**config.mk**
```make
export PLATFORM = sky130hd
export DESIGN_NAME = fifo_status
export DESIGN_NICKNAME = d
export VERILOG_FILES = /design/src/rtl/fifo_status.sv
export SDC_FILE = /design/constraint.sdc
export NUM_CORES = 1
export LEC_CHECK = 0
export BUFFER_PORTS_ARGS = -buffer_cell sky130_fd_sc_hd__buf_2
export CORE_MARGIN = 1.5
export CORE_UTILIZATION = 48
export DETAILED_ROUTE_END_ITERATION = 8
export SETUP_SLACK_MARGIN = 0.5
export SLEW_MARGIN = 15
export SYNTH_ARGS = -nofsm -noshare
export SYNTH_HDL_FRONTEND = slang
export SYNTH_SLANG_ARGS = --single-unit
```
**constraint.sdc**
```tcl
create_clock -name clk -period 7.2 [get_ports clk]
set_input_delay 0.36 -clock clk [delete_from_list [all_inputs] [get_ports clk]]
set_output_delay 0.36 -clock clk [all_outputs]
set_load 0.03 [all_outputs]
```
**src/rtl/fifo_status.sv**
```systemverilog
// Synchronous FIFO with occupancy count, programmable almost-full/almost-empty
// thresholds, overflow/underflow error pulses and selectable FWFT read mode.
module fifo_status #(
   parameter int unsigned DATA_SIZE      = 8,
   parameter int unsigned ADDR_SPACE_EXP = 4,
   parameter int unsigned AF_LEVEL       = 14,
   parameter int unsigned AE_LEVEL       = 2,
   parameter bit          FWFT           = 1'b0
) (
   input  logic                    clk,
   input  logic                    reset,
   input  logic                    write_to_fifo,
   input  logic                    read_from_fifo,
   input  logic [DATA_SIZE-1:0]    write_data_in,
   output logic [DATA_SIZE-1:0]    read_data_out,
   output logic                    full,
   output logic                    empty,
   output logic                    almost_full,
   output logic                    almost_empty,
   output logic [ADDR_SPACE_EXP:0] fill_count,
   output logic                    overflow,
   output logic                    underflow
);

   localparam int unsigned DEPTH = 2 ** ADDR_SPACE_EXP;
   localparam int unsigned CW    = ADDR_SPACE_EXP + 1;

   localparam logic [CW-1:0] DepthCnt = CW'(DEPTH);
   localparam logic [CW-1:0] AfCnt    = CW'(AF_LEVEL);
   localparam logic [CW-1:0] AeCnt    = CW'(AE_LEVEL);

   logic [DATA_SIZE-1:0]      mem_q [DEPTH];
   logic [ADDR_SPACE_EXP-1:0] wr_ptr_q, wr_ptr_d;
   logic [ADDR_SPACE_EXP-1:0] rd_ptr_q, rd_ptr_d;
   logic [CW-1:0]             count_q, count_d;
   logic                      overflow_q, overflow_d;
   logic                      underflow_q, underflow_d;
   logic                      rd_ok, wr_ok;

   // Flags decode straight from the registered count so they all move together.
   assign fill_count   = count_q;
   assign full         = (count_q == DepthCnt);
   assign empty        = (count_q == '0);
   assign almost_full  = (count_q >= AfCnt);
   assign almost_empty = (count_q <= AeCnt);
   assign overflow     = overflow_q;
   assign underflow    = underflow_q;

   // Acceptance decisions and next-state for pointers, count and error pulses.
   always_comb begin
      rd_ok       = read_from_fifo & ~empty;
      // A read in the same cycle frees a slot, so a full FIFO can still take a write.
      wr_ok       = write_to_fifo & (~full | rd_ok);
      wr_ptr_d    = wr_ptr_q;
      rd_ptr_d    = rd_ptr_q;
      count_d     = count_q;
      overflow_d  = write_to_fifo & ~wr_ok;
      underflow_d = read_from_fifo & ~rd_ok;
      if (wr_ok) begin
         wr_ptr_d = wr_ptr_q + ADDR_SPACE_EXP'(1);
      end
      if (rd_ok) begin
         rd_ptr_d = rd_ptr_q + ADDR_SPACE_EXP'(1);
      end
      unique case ({wr_ok, rd_ok})
         2'b10:   count_d = count_q + CW'(1);
         2'b01:   count_d = count_q - CW'(1);
         default: count_d = count_q;
      endcase
   end

   // Control state register with synchronous reset.
   always_ff @(posedge clk) begin
      if (reset) begin
         wr_ptr_q    <= '0;
         rd_ptr_q    <= '0;
         count_q     <= '0;
         overflow_q  <= 1'b0;
         underflow_q <= 1'b0;
      end else begin
         wr_ptr_q    <= wr_ptr_d;
         rd_ptr_q    <= rd_ptr_d;
         count_q     <= count_d;
         overflow_q  <= overflow_d;
         underflow_q <= underflow_d;
      end
   end

   // Storage array; contents survive reset, only the pointers are cleared.
   always_ff @(posedge clk) begin
      if (wr_ok && !reset) begin
         mem_q[wr_ptr_q] <= write_data_in;
      end
   end

   if (FWFT) begin : g_fwft
      // Head word is shown continuously; a read just pops it.
      assign read_data_out = mem_q[rd_ptr_q];
   end else begin : g_reg_read
      logic [DATA_SIZE-1:0] rdata_q;

      // Registered read: capture the head word on an accepted read, hold otherwise.
      always_ff @(posedge clk) begin
         if (reset) begin
            rdata_q <= '0;
         end else if (rd_ok) begin
            rdata_q <= mem_q[rd_ptr_q];
         end
      end

      assign read_data_out = rdata_q;
   end

endmodule

```
==> impl_results.rst <==
.. list-table::
   :header-rows: 1

   * - Metric
     - Value
   * - Most frequently used flop master after synthesis
     - sky130_fd_sc_hd__edfxtp_1
   * - Overall fraction of global-route tracks in use
     - roughly a fifth
   * - Critical path start-end classification
     - reg2reg
   * - Vert. Die Dim
     - 116 µm
   * - Layout cells sized above 1
     - between 20% and 30%
   * - Leading area contributor after synthesis
     - sky130_fd_sc_hd__edfxtp_1
   * - Number of hold buffers added after cts
     - 0
   * - Internal power summed over all cells
     - 0.00172 W
   * - Power density normalized to cell area
     - around 350 nW/µm²
   * - Detailed placer's ending HPWL
     - 7510 µm
   * - Clock network fraction of design power
     - 34.9%
   * - Yosys warnings
     - 0
   * - Worst path required time
     - between 7000 and 8000 ps
   * - Antenna cell count
     - 0
   * - Area contributors post-synth
     - sky130_fd_sc_hd__edfxtp_1 (63%), sky130_fd_sc_hd__dfxtp_1 (7.5%), sky130_fd_sc_hd__mux2i_1 (5.9%)
   * - Number of global-route vias before repair
     - 3,105
   * - Async set-reset flop share out of synthesis
     - 0%
   * - Max stage delay cell, worst path
     - sky130_fd_sc_hd__o21ai_1
   * - Post-detailed-route count of antenna-violating nets
     - 0
   * - Post-placement cell area
     - 6440 µm²
   * - Clock root buffer
     - sky130_fd_sc_hd__clkbuf_16
   * - Switch Pwr
     - around 0.00074 W
   * - I/O pins
     - 31
   * - Total number of H-tree levels
     - 4
   * - Slew of the pin with the lowest slew margin
     - 886 ps
   * - Number of vias per cell after detailed routing
     - between 5 and 6
   * - Max_slew headroom
     - 40.5%
   * - Cell variety after synth
     - 43
   * - Initial antenna violation count
     - 0
   * - Input/output buffers
     - 30
   * - Type of the most critical hold path
     - in2reg
   * - Synthesized net count
     - 399
   * - Worst-path cell chain
     - or4_1 -> o21ai_1 -> nor2_1 -> fa_1 -> a21o_1 -> a21oi_1 -> mux2i_1 -> a31oi_1
   * - Cell count after synthesis
     - 378
   * - Largest voltage drop on the vdd net
     - 0.165 mV
   * - Final hold viol count
     - 0
   * - Total setup violations reported at the end of the flow
     - 0
   * - Via count
     - roughly 3,300
   * - CORE AREA
     - 12,500 µm²
   * - Share of synthesized area occupied by flip-flops and latches
     - 70.2%
   * - Multi-input logic area
     - 1710 µm²
   * - Clock skew
     - 10.7 ps
   * - Die Footprint
     - 13,500 µm²
   * - Number of nets in the finished design
     - 432
   * - Setup total negative slack
     - 0 ps
   * - Routability cong.
     - 0.767
   * - Outcome
     - finished, final reports clean
   * - Final cell utilization of the core
     - 56.0%
   * - RSZ-0062 raised after global routing
     - false
   * - Layout overhead on the synthesized area
     - 14.5%
   * - Max cap viols
     - 0
   * - Leakage power figure
     - approximately 2.3 nW
   * - Grt total ovfl
     - 0
   * - Maximum clock rate
     - 282 MHz
   * - Critical path fanouts, max
     - 12
   * - Share of power burned in combinational logic
     - 22.8%
   * - Post-cts resize count
     - 0
   * - Synthesized area
     - 6130 µm²
   * - Initial DRT Pass Iterations
     - 6
   * - WL per Instance
     - 20.0 µm
   * - CTS clk-pin slew, worst paths
     - 60 ps
   * - Global-route wire length before repair
     - 17,700 µm
   * - Clock Sink Count
     - 151
   * - Worst-skew pair later-pin latency
     - 410 ps
   * - Clock Path Buffers
     - 2
   * - Fill cell total of the finished layout
     - just over 1,000
   * - Number of post-CTS setup repair buffers
     - 0
   * - Final Hold Slack
     - 332 ps
   * - Worst EP arrival
     - 3830 ps
   * - Final non-filler cell area
     - 7010 µm²
   * - Die boundary width
     - 116 µm
   * - Count of pins over their slew limit
     - 0
   * - Sequential cell area in the final layout
     - 4310 µm²
   * - Largest stage delay on the critical path
     - 780 ps
   * - Fraction of power spent switching nets
     - 30.1%
   * - Wire length reported by the detailed router
     - 11,900 µm
   * - Number of CTS-inserted buffers
     - 17
   * - Post-layout min period
     - 3550 ps
   * - Number of enable-type register cells in the synthesized netlist
     - around 130
   * - Number of rows in the core area
     - between 40 and 50
   * - Synth top area share
     - 62.7%
   * - Nature of the critical path endpoint
     - flip-flop
   * - Starting density of the core
     - 49.0%
   * - Number of synthesized register bits
     - 151
   * - Fraction of the cycle the final worst path needs
     - 49.3%
   * - Maximum number of pins on one net before global-route repair
     - 48
   * - 1st-iter DRT viols
     - approximately 230
   * - Kind of start point of the critical path
     - flip-flop
   * - Flop pwr share
     - 42.3%
   * - Average instance area after synthesis
     - ~16 µm²
   * - Total DRC errors in the routed layout
     - 0
   * - CTS tree
     - yes
## final cells by class
type	instances	share of cell area, %
inverter	4	0.214
tap	172	3.07
multi-input combinational	201	24.3
timing repair buffer	36	2.78
sequential	151	61.4
clock inverter	13	2.05
clock buffer	19	6.17
## layout by cell type (no fill, tap or decap), drive strengths merged, types with 2 or more instances in the layout
| cell | n |
|---|---|
| edfxtp | 128 |
| nor2 | 31 |
| nand2 | 8 |
| xnor2 | 3 |
| o21ai | 3 |
| clkbuf | 19 |
| inv | 9 |
| nor2b | 4 |
| buf | 36 |
| mux4 | 16 |
| a21oi | 3 |
| clkinv | 6 |
| a31oi | 2 |
| o211ai | 4 |
| a21o | 2 |
| a22o | 8 |
| nand2b | 8 |
| o22ai | 16 |
| ha | 8 |
| mux2i | 38 |
| or3 | 2 |
| nor4 | 11 |
| nand3b | 2 |
| dfxtp | 23 |
| bufinv | 2 |
| nor3 | 13 |
| xor2 | 3 |
| mux2 | 2 |
| nand3 | 2 |
| and3 | 2 |
## synth_stat cells (3+ instances only)
library cell	instances
sky130_fd_sc_hd__xnor2_1	3
sky130_fd_sc_hd__o22ai_1	16
sky130_fd_sc_hd__mux2i_1	36
sky130_fd_sc_hd__buf_2	9
sky130_fd_sc_hd__a21oi_1	3
sky130_fd_sc_hd__a22o_1	8
sky130_fd_sc_hd__nor2_1	31
sky130_fd_sc_hd__inv_1	4
sky130_fd_sc_hd__clkbuf_1	8
sky130_fd_sc_hd__o211ai_1	4
sky130_fd_sc_hd__ha_1	8
sky130_fd_sc_hd__nand2_1	8
sky130_fd_sc_hd__nand2b_1	8
sky130_fd_sc_hd__nor2b_1	4
sky130_fd_sc_hd__dfxtp_1	23
sky130_fd_sc_hd__nor3_1	13
sky130_fd_sc_hd__edfxtp_1	128
sky130_fd_sc_hd__nor4_1	11
sky130_fd_sc_hd__mux4_2	16
sky130_fd_sc_hd__xor2_1	3
sky130_fd_sc_hd__buf_1	4
## layer usage
layer	vias up	GRT usage (%)	wire (µm)
met5	-	0	0
met4	0	8.13	167
met3	12	4.29	536
met2	90	29.8	5840
met1	1615	25.8	5360
li1	1552	-	-
## cells by family after synthesis
| logic type | Yosys count | synth area share [%] |
|---|---|---|
| compound gates | 43 | 5.06 |
| flops | 151 | 70.2 |
| buf+inv | 26 | 1.90 |
| simple gates | 87 | 7.13 |
| mux | 56 | 12.8 |
| xor+xnor | 6 | 0.858 |
| fa+ha+maj | 9 | 1.96 |
## sequential cells by signal, summed over array words and instances (netlist names)
register       flops
fill_count         5
overflow           1
mem_q            128
wr_ptr_q           4
rd_ptr_q           4
underflow          1
read_data_out      8
## final timing paths
kind | cells after the start | end | from | slack, ps
max | 8 | fill_count[4]$_SDFFE_PP0P_ | fill_count[0]$_SDFFE_PP0P_ | 3650
min | 3 | overflow$_SDFF_PP0_ | write_to_fifo | 330
max reg2reg | 8 | fill_count[4]$_SDFFE_PP0P_ | fill_count[0]$_SDFFE_PP0P_ | 3650
min reg2reg | 2 | read_data_out[4]$_SDFFE_PP0P_ | read_data_out[4]$_SDFFE_PP0P_ | 490
## worst max-delay path: cells and delay by family, from the launching register on
kind	cells	cell delay, ps
compound gates	4	1330
simple gates	2	1000
fa+ha+maj	1	470
flops	1	380
mux	1	240
## stage by stage
stage / instances / power, W / setup slack (ps)
after floorplan: 378 / 0.00149 / 4310
after global placement: 564 / 0.00162 / 3720
after detailed placement: 564 / 0.00163 / 3650
after CTS: 596 / 0.00249 / 3620
after global routing: 596 / 0.00257 / 3390
final: 596 / 0.00247 / 3650
## power groups by stage
stage	combinational, W	sequential, W	clock (W)
detailed placement	0.000566	0.00106	0
floorplan	0.000372	0.00112	0
CTS	0.000568	0.00104	0.000876
global placement	0.000562	0.00106	0
global route	0.000607	0.00105	0.000913
finish	0.000561	0.00104	0.000861
Power figures use the tool's default switching activity.
